`src/rtl/hvsp_pkg.sv`:
```
// Shared definitions for the HVSP operation sequencer: op codes, FSM states and the frame step table.
// Pure declarations; no timing or flow control of its own.
package hvsp_pkg;

  localparam logic [2:0] OP_READ_SIG      = 3'd0;
  localparam logic [2:0] OP_READ_FUSE_LO  = 3'd1;
  localparam logic [2:0] OP_WRITE_FUSE_LO = 3'd2;
  localparam logic [2:0] OP_CHIP_ERASE    = 3'd3;

  localparam int STEP_W = 2;

  typedef enum logic [2:0] {
    ST_IDLE,
    ST_ISSUE,
    ST_WAIT1,
    ST_WAIT,
    ST_POLL,
    ST_FINISH
  } state_t;

  typedef enum logic [1:0] {
    SEL_CONST,
    SEL_ADDR,
    SEL_WDATA
  } sdi_sel_t;

  typedef struct packed {
    logic [7:0] sdi;
    logic [7:0] sii;
    sdi_sel_t   sdi_sel;
    logic       last;
    logic       poll;
  } step_t;

  // Unused slots are marked last so a stray index can never walk off the end of an op.
  localparam step_t STEP_NONE = '{8'h00, 8'h00, SEL_CONST, 1'b1, 1'b0};

  localparam step_t STEP_TABLE [0:15] = '{
    '{8'h08, 8'h4C, SEL_CONST, 1'b0, 1'b0},
    '{8'h00, 8'h0C, SEL_ADDR,  1'b0, 1'b0},
    '{8'h00, 8'h68, SEL_CONST, 1'b0, 1'b0},
    '{8'h00, 8'h6C, SEL_CONST, 1'b1, 1'b0},
    '{8'h04, 8'h4C, SEL_CONST, 1'b0, 1'b0},
    '{8'h00, 8'h68, SEL_CONST, 1'b0, 1'b0},
    '{8'h00, 8'h6C, SEL_CONST, 1'b1, 1'b0},
    STEP_NONE,
    '{8'h40, 8'h4C, SEL_CONST, 1'b0, 1'b0},
    '{8'h00, 8'h2C, SEL_WDATA, 1'b0, 1'b0},
    '{8'h00, 8'h64, SEL_CONST, 1'b0, 1'b0},
    '{8'h00, 8'h6C, SEL_CONST, 1'b1, 1'b1},
    '{8'h80, 8'h4C, SEL_CONST, 1'b0, 1'b0},
    '{8'h00, 8'h64, SEL_CONST, 1'b0, 1'b0},
    '{8'h00, 8'h6C, SEL_CONST, 1'b1, 1'b1},
    STEP_NONE
  };

  function automatic logic is_valid_op(input logic [2:0] code);
    return code <= OP_CHIP_ERASE;
  endfunction

endpackage

```
`src/rtl/hvsp_step_rom.sv`:
```
// Combinational lookup of one instruction frame (SDI/SII payload and flags) for a given op and step.
// Zero latency; no flow control.
module hvsp_step_rom
  import hvsp_pkg::*;
(
  input  logic [1:0]        op,
  input  logic [STEP_W-1:0] step,
  input  logic [7:0]        addr,
  input  logic [7:0]        wdata,
  output logic [7:0]        sdi,
  output logic [7:0]        sii,
  output logic              last,
  output logic              poll
);

  step_t entry;

  assign entry = STEP_TABLE[{op, step}];
  assign sii   = entry.sii;
  assign last  = entry.last;
  assign poll  = entry.poll;

  always_comb begin
    sdi = entry.sdi;
    case (entry.sdi_sel)
      SEL_ADDR:  sdi = addr;
      SEL_WDATA: sdi = wdata;
      default:   sdi = entry.sdi;
    endcase
  end

endmodule

```
`src/rtl/hvsp_op_sequencer.sv`:
```
// Runs one HVSP operation as a sequence of shift-engine frames, then optionally polls SDO for ready.
// Busy from the cycle after an accepted start until op_done; starts while busy are dropped.
module hvsp_op_sequencer
  import hvsp_pkg::*;
#(
  parameter int POLL_TIMEOUT = 2400000
) (
  input  logic        osc,
  input  logic        rst,
  input  logic        op_start,
  input  logic [2:0]  op_code,
  input  logic [7:0]  op_addr,
  input  logic [7:0]  op_wdata,
  output logic        op_busy,
  output logic        op_done,
  output logic        op_error,
  output logic [7:0]  op_rdata,
  output logic        frame_start,
  output logic [7:0]  frame_sdi,
  output logic [7:0]  frame_sii,
  input  logic        frame_busy,
  input  logic [10:0] frame_sdo,
  input  logic        sdo_pin
);

  localparam int CW = (POLL_TIMEOUT > 1) ? $clog2(POLL_TIMEOUT) : 1;
  localparam logic [CW-1:0] CNT_LAST = CW'(POLL_TIMEOUT - 1);

  state_t            state, state_nxt;
  logic [1:0]        code_q;
  logic [STEP_W-1:0] step_q;
  logic [7:0]        addr_q, wdata_q;
  logic              last_q, poll_q;
  logic [CW-1:0]     cnt;
  logic [1:0]        sdo_sync;
  logic              sdo_ready, timeout, accept, op_valid, frame_fall;

  logic [1:0]        rom_op;
  logic [STEP_W-1:0] rom_step;
  logic [7:0]        rom_addr, rom_wdata, rom_sdi, rom_sii;
  logic              rom_last, rom_poll;
  logic              unused_sdo_bits;

  assign accept          = (state == ST_IDLE) && op_start;
  assign op_valid        = is_valid_op(op_code);
  assign frame_fall      = (state == ST_WAIT) && !frame_busy;
  assign sdo_ready       = sdo_sync[1];
  assign timeout         = (cnt == CNT_LAST);
  assign unused_sdo_bits = ^frame_sdo[2:0];

  // The ROM looks one step ahead: the new op's first frame while idle, the following frame otherwise.
  always_comb begin
    if (state == ST_IDLE) begin
      rom_op    = op_code[1:0];
      rom_step  = '0;
      rom_addr  = op_addr;
      rom_wdata = op_wdata;
    end else begin
      rom_op    = code_q;
      rom_step  = step_q + STEP_W'(1);
      rom_addr  = addr_q;
      rom_wdata = wdata_q;
    end
  end

  hvsp_step_rom u_step_rom (
    .op    (rom_op),
    .step  (rom_step),
    .addr  (rom_addr),
    .wdata (rom_wdata),
    .sdi   (rom_sdi),
    .sii   (rom_sii),
    .last  (rom_last),
    .poll  (rom_poll)
  );

  always_ff @(posedge osc) begin
    if (rst) state <= ST_IDLE;
    else     state <= state_nxt;
  end

  always_comb begin
    state_nxt = state;
    case (state)
      ST_IDLE:   if (op_start) state_nxt = op_valid ? ST_ISSUE : ST_FINISH;
      ST_ISSUE:  state_nxt = ST_WAIT1;
      ST_WAIT1:  state_nxt = ST_WAIT;
      ST_WAIT:   if (!frame_busy) state_nxt = !last_q ? ST_ISSUE : (poll_q ? ST_POLL : ST_FINISH);
      ST_POLL:   if (sdo_ready || timeout) state_nxt = ST_FINISH;
      ST_FINISH: state_nxt = ST_IDLE;
      default:   state_nxt = ST_IDLE;
    endcase
  end

  always_comb begin
    op_busy     = (state != ST_IDLE);
    frame_start = (state == ST_ISSUE);
  end

  always_ff @(posedge osc) begin
    if (rst) begin
      code_q    <= '0;
      step_q    <= '0;
      addr_q    <= '0;
      wdata_q   <= '0;
      last_q    <= 1'b0;
      poll_q    <= 1'b0;
      cnt       <= '0;
      sdo_sync  <= '0;
      op_done   <= 1'b0;
      op_error  <= 1'b0;
      op_rdata  <= '0;
      frame_sdi <= '0;
      frame_sii <= '0;
    end else begin
      sdo_sync <= {sdo_sync[0], sdo_pin};
      op_done  <= (state == ST_FINISH);
      if (accept) begin
        if (op_valid) begin
          code_q    <= op_code[1:0];
          addr_q    <= op_addr;
          wdata_q   <= op_wdata;
          step_q    <= '0;
          op_error  <= 1'b0;
          op_rdata  <= '0;
          frame_sdi <= rom_sdi;
          frame_sii <= rom_sii;
          last_q    <= rom_last;
          poll_q    <= rom_poll;
        end else begin
          op_error <= 1'b1;
        end
      end
      if (frame_fall) begin
        if (!last_q) begin
          step_q    <= rom_step;
          frame_sdi <= rom_sdi;
          frame_sii <= rom_sii;
          last_q    <= rom_last;
          poll_q    <= rom_poll;
        end else if (poll_q) begin
          cnt <= '0;
        end else begin
          op_rdata <= frame_sdo[10:3];
        end
      end
      if (state == ST_POLL && !sdo_ready) begin
        if (timeout)              op_error <= 1'b1;
        else if (cnt != CNT_LAST) cnt <= cnt + CW'(1);
      end
    end
  end

endmodule
```
`config.mk`:
```
export PLATFORM = sky130hd
export DESIGN_NAME = hvsp_op_sequencer
export DESIGN_NICKNAME = d
export VERILOG_FILES = /design/src/rtl/hvsp_pkg.sv /design/src/rtl/hvsp_step_rom.sv /design/src/rtl/hvsp_op_sequencer.sv
export SDC_FILE = /design/constraint.sdc
export NUM_CORES = 1
export LEC_CHECK = 0
export ABC_AREA = 1
export CELL_PAD_IN_SITES_DETAIL_PLACEMENT = 1
export CELL_PAD_IN_SITES_GLOBAL_PLACEMENT = 1
export CORE_ASPECT_RATIO = 0.5
export CORE_UTILIZATION = 34
export DETAILED_ROUTE_END_ITERATION = 12
export PLACE_DENSITY_LB_ADDON = 0.1
export SYNTH_ARGS = -nofsm -noshare
export SYNTH_HDL_FRONTEND = slang
export SYNTH_SLANG_ARGS = --single-unit
```
`constraint.sdc`:
```
create_clock -name osc -period 1.76 [get_ports osc]
set_clock_uncertainty 0.2 [all_clocks]
set_input_delay 0.352 -clock osc [delete_from_list [all_inputs] [get_ports osc]]
set_output_delay 0.352 -clock osc [all_outputs]
set_load 0.01 [all_outputs]
```
==> impl_metrics.tcl, run 1 <==
set metrics [dict create \
    rsz0062_at_grt "true" \
    dp_slack_ns -0.314 \
    p_sw_mw 2.90 \
    synth_area_leaders "dfxtp_1 (38%), nand2_1 (15%), o21ai_0 (7.3%), inv_1 (6.9%), nor2_1 (5.9%)" \
    p_sw_share_pct 38.6 \
    p_leak_nw 2.54 \
    final_common_cell "nand2_1" \
    drtAntennaViolNets 0 \
    fin_util_pct 52.3 \
    place_area_um2 5250 \
    ys_seq_elements 75 \
    clock-sinks 75 \
    p_int_mw 4.61 \
    synth-edff-count 0 \
    antenna_found_initial 0 \
    comb_power_share_pct 47.2 \
    grt_max_degree 34 \
    yosysTopAreaCell "dfxtp_1" \
    cp_max_fo 7 \
    cts_inserted_buffers 9 \
    dp_cells 862 \
    first_pass_iters 4 \
    final_layout_size_suffix_gt1_share_pct 25.8 \
    tns_ns -0.113 \
    mostFrequentLayoutCells "nand2_1 (145), inv_1 (68), buf_4 (62)" \
    finalWorstSetupSlack_ns -0.0409 \
    cts-root-buf "clkbuf_16" \
    synth_nets 643 \
    die_h_um 78.7 \
    power_density_nw_per_um2 1280 \
    max_freq_ghz 0.555 \
    vias 4297 \
    grt_pass1_vias 4429 \
    power.total_mw 7.51 \
    hold_path_depth 2 \
    seqPwrFrac_pct 27.6 \
    design_area_um2 5860 \
    setup-violations-final 7 \
    cap_violations 0 \
    synth.distinct_cells 36 \
    finalCriticalPeriod_ns 1.80 \
    synth-seq-area-share_pct 37.6 \
    overflow 0 \
    io_pins 63 \
    io_buffers 59 \
    syn_inst 601 \
    reg2reg_depth 11 \
    worstReg2RegEnd "frame_sdi[7]" \
    ir_drop_mv 0.528 \
    power.share.clock_pct 25.2 \
    initial_core_util_pct 35.6 \
    synth_ff_type "dfxtp_1" \
    cts_tree "yes" \
    drc 0 \
    hold_slack_ns 0.213 \
    cts_max_level 3 \
    core_um2 11200 \
    r2r_start "state[1]" \
    hold_path_startpoint "sdo_sync[0]" \
    required_ns 1.84 \
    hold_viol_final 0 \
    place_hpwl_um 9170 \
    clk_pin_slew_ns 0.06 \
    synth_top_area_share_pct 37.6 \
    dieArea_um2 12200 \
    flow.area_growth_from_synthesis_pct 46.6 \
    crit_path_end_kind "flop" \
    crit_arrival_ns 1.88 \
    timing.final.crit_share_pct 102 \
    nNetsFinal 770 \
    crit_path_start_kind "flop" \
    clk_path_buf_depth 2 \
    wl_per_cell_um 14.2 \
    drt_iter0_markers 137 \
    routed_wirelength_um 12700 \
    gp_congestion 0.826 \
    ff2ff_setup_slack_ns -0.04 \
    avgViaCountPerCell 4.82 \
    clk_latency_ns 0.34 \
    violations "negative setup slack" \
    ys_warn_count 0 \
    netlist_area_um2 4000 \
    maxSlewHeadroom_pct 76.2 \
    critical_path_class "reg2reg" \
    placementRows 27 \
    grt_usage_pct 21.9 \
    fin_cells 892 \
    avgSynthCellArea_um2 6.65 \
    hp-class "reg2reg" \
    tightestPinTransition_ns 0.353 \
    synthArstFlopShare_pct 0 \
    grt_pass1_wl_um 21100 \
    fp.dieW_um 155 \
    hold_end "sdo_sync[1]" \
    status "finished, violations left" \
    drv_slew 0 \
    diodes 0 \
]
-- worst max path at each step --
stage | slack (ns) | depth (start not counted) | to | startpoint
2_1_floorplan | 0.01 | 11 | frame_sii[2] | state[0]
3_3_place_gp | -0.21 | 8 | frame_sii[2] | op_code[0]
3_5_place_dp | -0.31 | 8 | frame_sii[2] | op_code[0]
4_1_cts | -0.03 | 11 | frame_sdi[7] | state[1]
5_1_grt | -0.15 | 11 | frame_sdi[7] | state[1]
6_report | -0.04 | 11 | frame_sdi[7] | state[1]
-- layout make-up --
class | count | area, µm²
clock buffer | 10 | 239
clock inverter | 6 | 65.1
fill | 1438 | 5350
inverter | 80 | 312
multi-input combinational | 428 | 2290
sequential | 75 | 1530
tap | 159 | 199
timing repair buffer | 134 | 1230
-- layer usage --
metal,up-vias,routed length (µm),GRT usage [%]
met5,-,0,0
met4,0,131,5.10
met3,13,325,4.97
met2,44,6470,41.4
met1,2059,5770,25.0
li1,2181,-,-
-- power by group through the flow --
stage	Clock (mW)	Sequential [mW]	Combinational [mW]
3_3_place_gp	0	2.08	3.10
5_1_grt	2.02	2.09	3.90
2_1_floorplan	0	2.10	1.81
6_report	1.89	2.07	3.55
4_1_cts	1.95	2.06	3.34
3_5_place_dp	0	2.09	3.17
-- logic make-up (layout without fill, tap and decap cells) --
logic type	after synthesis	after routing	share of synthesized area, %
AND/OR/NAND/NOR	299	299	33.8
AO/OA/AOI/OAI	120	120	16.0
buffers and inverters	98	230	9.98
flip-flops	75	75	37.6
XOR/XNOR	2	2	0.438
adder cells (fa/ha/maj)	7	7	2.19
-- cell usage after synthesis, types with 2 or more instances --
master,n
o211ai_1,4
buf_6,2
inv_1,74
clkbuf_1,9
nand3_1,24
nor2_2,2
a21oi_1,45
dfxtp_1,75
inv_2,3
o21ai_0,58
a21oi_2,2
nand2_1,159
nand3_2,5
nor2_1,63
o21ai_1,7
buf_2,5
xor2_1,2
nand2_2,6
nor3_1,18
nor2_4,6
nand4_1,7
nor3_2,2
nand2_4,3
inv_4,2
ha_1,7
-- critical path, stage by stage (launching register included) --
cell	delay (ns)
dfxtp_2	0.37
nor2_4	0.06
nand2_4	0.09
inv_4	0.04
nor2_4	0.14
ha_4	0.17
nand3_4	0.11
nor2_4	0.20
nand2_1	0.08
nand2_1	0.10
nand2_1	0.08
a21oi_2	0.10
-- what timing repair did --
| item | in CTS | in global routing |
|---|---|---|
| pin swaps | 11 | 17 |
| hold buffers | 0 | 0 |
| buffers inserted | 5 | 9 |
| endpoints found under the setup margin | 53 | 61 |
| cloned | 0 | 0 |
| resized for setup | 55 | 69 |
-- flip-flops by register name, summed over array words and instances (netlist names), 2 cells and up --
name and flops:
cnt 22, state 3, wdata_q 8, frame_sdi 8, code_q 2, frame_sii 8
step_q 2, sdo_sync 2, op_rdata 8, addr_q 8
No activity file was read; power rests on OpenSTA's default activity.
==> run 2, diff against run 1 <==
--- a/config.mk
+++ b/config.mk
@@ -11,6 +11,7 @@
 export CORE_ASPECT_RATIO = 0.5
 export CORE_UTILIZATION = 34
 export DETAILED_ROUTE_END_ITERATION = 12
+export GPL_TIMING_DRIVEN = 1
 export PLACE_DENSITY_LB_ADDON = 0.1
 export SYNTH_ARGS = -nofsm -noshare
 export SYNTH_HDL_FRONTEND = slang
==> results of run 2 <==
The final DEF is identical to that of run 1; final timing and power are the same.
